[src/rtl/uart_rx.sv]
// -----------------------------------------------------------------------------
// uart_rx
//
// Asynchronous serial receiver. Pairs with the UartTx transmitter: given the
// same divider, parity and stop-bit settings, a TX -> RX loop reproduces the
// transmitted bytes. Each completed frame is reported by a one-clock valid_o
// pulse. The received byte and its parity/framing status are held until the
// next frame completes.
//
// Ports
//   clock_i          system clock
//   reset_n_i        asynchronous, active-low reset
//   serial_i         asynchronous serial line, idle high
//   clock_divider_i  bit period in clocks minus one (valid range 1..65535)
//   parity_bit_i     1 = a parity bit follows the data bits
//   parity_even_i    1 = even parity, 0 = odd parity
//   two_stop_bits_i  1 = two stop bits are expected
//   data_o           last received data word, LSB first on the line
//   valid_o          one-clock pulse when a frame completes
//   parity_error_o   parity status of the frame flagged by valid_o
//   framing_error_o  stop-bit status of the frame flagged by valid_o
//   busy_o           high from start-bit detection until the frame ends
//
// Timing: a falling edge of the synchronised line loads the bit counter with
// half a bit period, so every following sample falls near the middle of its
// bit. The configuration inputs are captured when the start bit is detected
// and stay fixed for the rest of that frame.
// -----------------------------------------------------------------------------
module uart_rx #(
  parameter int SYNC_STAGES = 2,
  parameter int DATA_BITS   = 8
) (
  input  logic                 clock_i,
  input  logic                 reset_n_i,
  input  logic                 serial_i,
  input  logic [15:0]          clock_divider_i,
  input  logic                 parity_bit_i,
  input  logic                 parity_even_i,
  input  logic                 two_stop_bits_i,
  output logic [DATA_BITS-1:0] data_o,
  output logic                 valid_o,
  output logic                 parity_error_o,
  output logic                 framing_error_o,
  output logic                 busy_o
);

  localparam int BIT_CNT_W = $clog2(DATA_BITS + 1);

  typedef enum logic [2:0] {
    ST_IDLE,
    ST_START,
    ST_DATA,
    ST_PARITY,
    ST_STOP1,
    ST_STOP2,
    ST_DONE
  } state_e;

  // ---------------------------------------------------------------------------
  // Input synchroniser and edge history
  // ---------------------------------------------------------------------------
  logic [SYNC_STAGES-1:0] sync_q, sync_d;
  // The stages reset to 1, so the chain holds no real line samples until it
  // has been refilled. sync_vld_q follows the samples through the chain, so a
  // line held low out of reset is not taken for a falling edge.
  logic [SYNC_STAGES-1:0] sync_vld_q, sync_vld_d;
  logic                   s_d_q, s_d_vld_q;
  logic                   s;
  logic                   fall;

  assign s          = sync_q[SYNC_STAGES-1];
  assign sync_d     = {sync_q[SYNC_STAGES-2:0], serial_i};
  assign sync_vld_d = {sync_vld_q[SYNC_STAGES-2:0], 1'b1};
  assign fall       = s_d_vld_q && s_d_q && !s;

  always_ff @(posedge clock_i or negedge reset_n_i) begin
    if (!reset_n_i) begin
      sync_q     <= '1;
      sync_vld_q <= '0;
      s_d_q      <= 1'b1;
      s_d_vld_q  <= 1'b0;
    end else begin
      // NOTE: every clocked assignment is non-blocking, so each stage takes
      // its neighbour's value from before the edge and the chain shifts by
      // exactly one position per clock.
      sync_q     <= sync_d;
      sync_vld_q <= sync_vld_d;
      s_d_q      <= s;
      s_d_vld_q  <= sync_vld_q[SYNC_STAGES-1];
    end
  end

  // ---------------------------------------------------------------------------
  // Receive state machine
  // ---------------------------------------------------------------------------
  state_e                 state_q, state_d;
  logic [16:0]            cnt_q, cnt_d;
  logic [BIT_CNT_W-1:0]   bit_cnt_q, bit_cnt_d;
  logic [DATA_BITS-1:0]   shift_q, shift_d;
  logic                   perr_acc_q, perr_acc_d;
  logic                   ferr_acc_q, ferr_acc_d;

  // Configuration captured at start detection
  logic [15:0]            div_q, div_d;
  logic                   par_en_q, par_en_d;
  logic                   par_even_q, par_even_d;
  logic                   two_stop_q, two_stop_d;

  // Registered outputs
  logic [DATA_BITS-1:0]   data_q, data_d;
  logic                   valid_q, valid_d;
  logic                   perr_q, perr_d;
  logic                   ferr_q, ferr_d;
  logic                   busy_q, busy_d;

  logic [16:0]            period;
  logic [16:0]            half_in;
  logic                   expiry;
  logic                   start_go;
  logic                   frame_done;
  logic                   ferr_fin;
  logic                   par_xor;

  // The period of a frame in progress comes from the captured divider; the
  // half period used at detection comes straight from the input, because the
  // configuration is captured on that same clock.
  assign period  = {1'b0, div_q} + 17'd1;
  assign half_in = ({1'b0, clock_divider_i} + 17'd1) >> 1;
  // A counter value of 1 marks the sample clock. "<= 1" also covers a value
  // of 0, so an unsupported divider of 0 cannot wrap the counter.
  assign expiry  = (cnt_q <= 17'd1);
  // Parity is checked over the data word and the received parity bit together.
  assign par_xor = (^shift_q) ^ s;

  always_comb begin
    // NOTE: every signal written below gets a default first. A path that
    // left one unassigned would infer a latch.
    state_d    = state_q;
    cnt_d      = cnt_q;
    bit_cnt_d  = bit_cnt_q;
    shift_d    = shift_q;
    perr_acc_d = perr_acc_q;
    ferr_acc_d = ferr_acc_q;
    div_d      = div_q;
    par_en_d   = par_en_q;
    par_even_d = par_even_q;
    two_stop_d = two_stop_q;
    data_d     = data_q;
    valid_d    = 1'b0;
    perr_d     = perr_q;
    ferr_d     = ferr_q;
    busy_d     = busy_q;
    start_go   = 1'b0;
    frame_done = 1'b0;
    ferr_fin   = 1'b0;

    unique case (state_q)
      ST_IDLE: begin
        start_go = fall;
      end

      ST_START: begin
        if (expiry) begin
          if (s) begin
            // The line went high again before mid-bit: a glitch, not a start
            state_d = ST_IDLE;
            busy_d  = 1'b0;
          end else begin
            cnt_d     = period;
            bit_cnt_d = '0;
            state_d   = ST_DATA;
          end
        end else begin
          cnt_d = cnt_q - 17'd1;
        end
      end

      ST_DATA: begin
        if (expiry) begin
          // The line sends LSB first. Each new bit enters at the MSB, so the
          // first bit received ends up at bit 0.
          shift_d   = {s, shift_q[DATA_BITS-1:1]};
          cnt_d     = period;
          bit_cnt_d = bit_cnt_q + BIT_CNT_W'(1);
          if (bit_cnt_q == BIT_CNT_W'(DATA_BITS - 1)) begin
            state_d = par_en_q ? ST_PARITY : ST_STOP1;
          end
        end else begin
          cnt_d = cnt_q - 17'd1;
        end
      end

      ST_PARITY: begin
        if (expiry) begin
          perr_acc_d = par_even_q ? par_xor : !par_xor;
          cnt_d      = period;
          state_d    = ST_STOP1;
        end else begin
          cnt_d = cnt_q - 17'd1;
        end
      end

      ST_STOP1: begin
        if (expiry) begin
          if (two_stop_q) begin
            ferr_acc_d = !s;
            cnt_d      = period;
            state_d    = ST_STOP2;
          end else begin
            frame_done = 1'b1;
            ferr_fin   = !s;
          end
        end else begin
          cnt_d = cnt_q - 17'd1;
        end
      end

      ST_STOP2: begin
        if (expiry) begin
          frame_done = 1'b1;
          ferr_fin   = ferr_acc_q | !s;
        end else begin
          cnt_d = cnt_q - 17'd1;
        end
      end

      ST_DONE: begin
        state_d = ST_IDLE;
        // A start bit that follows a single stop bit directly can fall on
        // this cycle. Accept it here so that back-to-back frames are not lost.
        start_go = fall;
      end

      default: begin
        state_d = ST_IDLE;
        busy_d  = 1'b0;
      end
    endcase

    if (frame_done) begin
      state_d = ST_DONE;
      data_d  = shift_q;
      perr_d  = perr_acc_q;
      ferr_d  = ferr_fin;
      valid_d = 1'b1;
      busy_d  = 1'b0;
    end

    if (start_go) begin
      state_d    = ST_START;
      cnt_d      = half_in;
      bit_cnt_d  = '0;
      perr_acc_d = 1'b0;
      ferr_acc_d = 1'b0;
      busy_d     = 1'b1;
      div_d      = clock_divider_i;
      par_en_d   = parity_bit_i;
      par_even_d = parity_even_i;
      two_stop_d = two_stop_bits_i;
    end
  end

  always_ff @(posedge clock_i or negedge reset_n_i) begin
    if (!reset_n_i) begin
      state_q    <= ST_IDLE;
      cnt_q      <= '0;
      bit_cnt_q  <= '0;
      shift_q    <= '0;
      perr_acc_q <= 1'b0;
      ferr_acc_q <= 1'b0;
      div_q      <= '0;
      par_en_q   <= 1'b0;
      par_even_q <= 1'b0;
      two_stop_q <= 1'b0;
      data_q     <= '0;
      valid_q    <= 1'b0;
      perr_q     <= 1'b0;
      ferr_q     <= 1'b0;
      busy_q     <= 1'b0;
    end else begin
      state_q    <= state_d;
      cnt_q      <= cnt_d;
      bit_cnt_q  <= bit_cnt_d;
      shift_q    <= shift_d;
      perr_acc_q <= perr_acc_d;
      ferr_acc_q <= ferr_acc_d;
      div_q      <= div_d;
      par_en_q   <= par_en_d;
      par_even_q <= par_even_d;
      two_stop_q <= two_stop_d;
      data_q     <= data_d;
      valid_q    <= valid_d;
      perr_q     <= perr_d;
      ferr_q     <= ferr_d;
      busy_q     <= busy_d;
    end
  end

  assign data_o          = data_q;
  assign valid_o         = valid_q;
  assign parity_error_o  = perr_q;
  assign framing_error_o = ferr_q;
  assign busy_o          = busy_q;

endmodule

[config.mk]
export PLATFORM = sky130hd
export DESIGN_NAME = uart_rx
export DESIGN_NICKNAME = d
export VERILOG_FILES = /design/src/rtl/uart_rx.sv
export SDC_FILE = /design/constraint.sdc
export NUM_CORES = 1
export LEC_CHECK = 0
export ABC_AREA = 1
export CAP_MARGIN = 20
export CELL_PAD_IN_SITES_DETAIL_PLACEMENT = 1
export CELL_PAD_IN_SITES_GLOBAL_PLACEMENT = 2
export CORE_ASPECT_RATIO = 1.25
export CORE_UTILIZATION = 36
export DETAILED_ROUTE_END_ITERATION = 10
export GPL_TIMING_DRIVEN = 0
export PLACE_DENSITY_LB_ADDON = 0.1
export SYNTH_ARGS = -nofsm -noshare
export SYNTH_HDL_FRONTEND = slang
export SYNTH_SLANG_ARGS = --single-unit
[constraint.sdc]
create_clock -name clock_i -period 3.4 [get_ports clock_i]
set_clock_uncertainty 0.15 [all_clocks]
set_input_delay 0.51 -clock clock_i [delete_from_list [all_inputs] [get_ports clock_i]]
set_output_delay 0.51 -clock clock_i [all_outputs]
set_load 0.1 [all_outputs]
==> results.cfg <==
[setup_path]
cp_cell_sequence = clkdlybuf4s50_1
worst_ep_arrival_time_ps = 1850
max_stage_delay_ps = 1140
cp_top_family = buffers and inverters
rr_worst_depth = 8
slowest_stage = clkdlybuf4s50_1
crit_path_max_fanout = 2
cp-start-kind = flip-flop
critical_path_class = reg2out
path_buf_inv = 1
worst-path-stages = 1
end_kind = output port
cp.required_ps = 2740

[finish]
final_cells = 889
area_growth_pct = 19.1
final_cell_area_mm2 = 0.00544
layout.nets = 747
insertedDiodeCount = 0
drive_gt1_share_pct = 7.17

[clock_network]
htree_num_levels = 3
cts_tree = yes
clkTransAtPathRegs_ps = 60
clk_path_buf_depth = 2
post-cts-setup-buffers = 0
cts_inserted_buffers = 9
cts_resized = 0
cts_num_sinks = 71
clk-insertion-delay-late_ps = 340
cts.hold.buffers_added = 1
root_buffer = clkbuf_16

[min_path]
hp-class = reg2reg
worstHoldPathCells = 0

[grt]
grt_use_total_pct = 25.0
antenna_found_initial = 0
grt_pass1_vias = 4838
grt_pass1_wl_um = 24700
grt_max_degree = 49
overflow = 0

[sta]
rsz0062_at_grt = false
worst_pin_slew_ps = 995
setup_tns_ps = 0
setup_viol = 0
fmax_ghz = 0.399
post-route-period-util_pct = 73.8
hold_violations = 0
maxSlewHeadroom_pct = 33.4
fin_crit_ps = 2510
drv_slew = 0

[drt]
viasPerCell = 5.16
routed_wl_um = 15000
drt_iter0_markers = 195
ant_nets = 0
drc_errors = 0
vias = 4587
wl_per_cell_um = 16.9
drtPass1Iterations = 4

[floorplan]
die-width_um = 103
fp-row-count = 45
core_area_mm2 = 0.0123
initial_core_util_pct = 37.2
top_level_ports = 34
dieArea_mm2 = 0.0131
fp.dieH_um = 128

[synth]
ys.flop_type = dfrtp_1
synth_area_leaders = dfrtp_1 (37%), nand2_1 (17%), inv_1 (6.7%), nand3_1 (6.7%), nor2_1 (6.0%)
syn_inst = 674
syn_nets = 701
synth_top_area_share_pct = 37.3
synth_seq_cells = 71
synth_area_per_cell_um2 = 6.77
ys_types = 29
syn_area_mm2 = 0.00456
synth_area_leader_cell = dfrtp_1
yosys_warnings = 0
ys_async_sr_fraction_pct = 100
ys_top_cells_by_count = nand2_1 (211), inv_1 (82), nor2_1 (73)
yosysMostFrequentCell = nand2_1
synth_edf_count = 0
yosysSeqAreaShare_pct = 39.0

[pwr]
p_sw_w = 0.00172
power.static_leakage_nw = 2.69
ir_drop_mv = 0.347
p_seq_share_pct = 33.9
power.density_mw_per_mm2 = 722
combPwrFrac_pct = 40.8
switching_share_pct = 43.9
power.internal_w = 0.00220
pwr-share-clk_pct = 25.4

[place]
post_dp_cell_area_mm2 = 0.00512
dp.final_hpwl_um = 11800
dp_cells = 872
io_buffers = 33
gp_congestion = 0.897

[status]
outcome = finished clean

[job]
drv_cap = 0
[worst reg2reg max path, cell delays in order (launching register included)]
cell and delay (ps):
dfstp_2 400, inv_1 170, nand3_1 150, nor3_4 400
inv_2 160, buf_2 250, nor3_1 490, nor2_1 100
a21oi_1 150
[area by class of cell]
type | count | area, um^2
Multi-Input combinational cell | 498 | 2360
Clock buffer | 9 | 225
Inverter | 86 | 323
Sequential cell | 71 | 1780
Clock inverter | 7 | 77.6
Timing Repair Buffer | 35 | 365
Fill cell | 1648 | 6840
Buffer | 19 | 105
Tap cell | 164 | 205
[metal layers]
layer	vias up	routed length (um)	part of all wire, %	GRT usage, %
li1	2228	-	-	-
met1	2257	6300	42	29.8
met2	72	7770	52	44.2
met3	30	436	2.9	3.49
met4	0	527	3.5	10.6
met5	-	0	0	0
[placed cells by master (no fill, tap or decap)]
cell and instances:
a21oi_1 20, a21oi_2 3, buf_16 1, buf_2 6, buf_4 6, buf_6 1, bufinv_16 1, clkbuf_1 7
clkbuf_16 9, clkdlybuf4s50_1 32, clkinv_1 1, clkinv_2 1, clkinvlp_4 1, conb_1 1, dfrtp_1 68, dfstp_2 3
dlygate4sd3_1 1, ha_1 5, inv_1 82, inv_2 3, inv_6 4, nand2_1 211, nand2_2 4, nand3_1 61
nand3_2 1, nand3b_1 4, nand4_1 22, nor2_1 73, nor2_2 4, nor3_1 11, nor3_4 1, o21ai_0 44
o21ai_1 2, o21bai_1 1, or2_2 3, xnor2_1 16, xor2_1 11
[logic make-up (layout without fill, tap and decap cells)]
logic type | count (synthesis) | after routing | synth area share (%)
AO/OA/AOI/OAI | 70 | 70 | 7.98
flip-flops | 71 | 71 | 39.0
buffers and inverters | 105 | 156 | 9.38
AND/OR/NAND/NOR | 395 | 395 | 37.0
adder cells (fa/ha/maj) | 5 | 5 | 1.37
XOR/XNOR | 27 | 27 | 5.18
other | 1 | 1 | 0.0822
[power groups by stage]
| stage | clock network, W | logic, W | registers, W |
|---|---|---|---|
| after global placement | 0 | 0.00156 | 0.00133 |
| after CTS | 0.00101 | 0.00162 | 0.00132 |
| after detailed placement | 0 | 0.00160 | 0.00134 |
| final | 0.000995 | 0.00160 | 0.00133 |
| after global routing | 0.00104 | 0.00182 | 0.00136 |
| after floorplan | 0 | 0.00112 | 0.00130 |
[path summary, 6_finish.rpt]
path	from	slack, ps	to
max	parity_error_o	890	parity_error_o
min	sync_vld_q[0]	200	sync_vld_q[1]
min reg2reg	sync_vld_q[0]	200	sync_vld_q[1]
min in group asynchronous	reset_n_i	480	div_q[9]
max in group asynchronous	reset_n_i	2000	sync_q[1]
max reg2reg	sync_q[1]	910	cnt_q[7]
[registers in the layout, indices dropped and copies added, names as in the netlist]
name and cells:
par_even_q 1, state_q 3, framing_error_o 1, perr_acc_q 1
cnt_q 17, bit_cnt_q 4, sync_vld_q 2, div_q 16
data_o 8, busy_o 1, ferr_acc_q 1, s_d_vld_q 1
sync_q 2, s_d_q 1, shift_q 8, valid_o 1
parity_error_o 1, two_stop_q 1, par_en_q 1
[stage by stage]
step / hold slack (ps) / total power [W] / setup WS (ps) / util, %
2_1_floorplan: 64.4 / 0.00242 / 1620 / -
3_3_place_gp: 184 / 0.00289 / -984 / 41.5
3_5_place_dp: 194 / 0.00294 / 813 / 41.8
4_1_cts: 208 / 0.00395 / 880 / 44.3
5_1_grt: 215 / 0.00421 / 811 / 44.3
6_report: 202 / 0.00392 / 891 / 44.3
No activity file was read; power rests on OpenSTA's default activity.
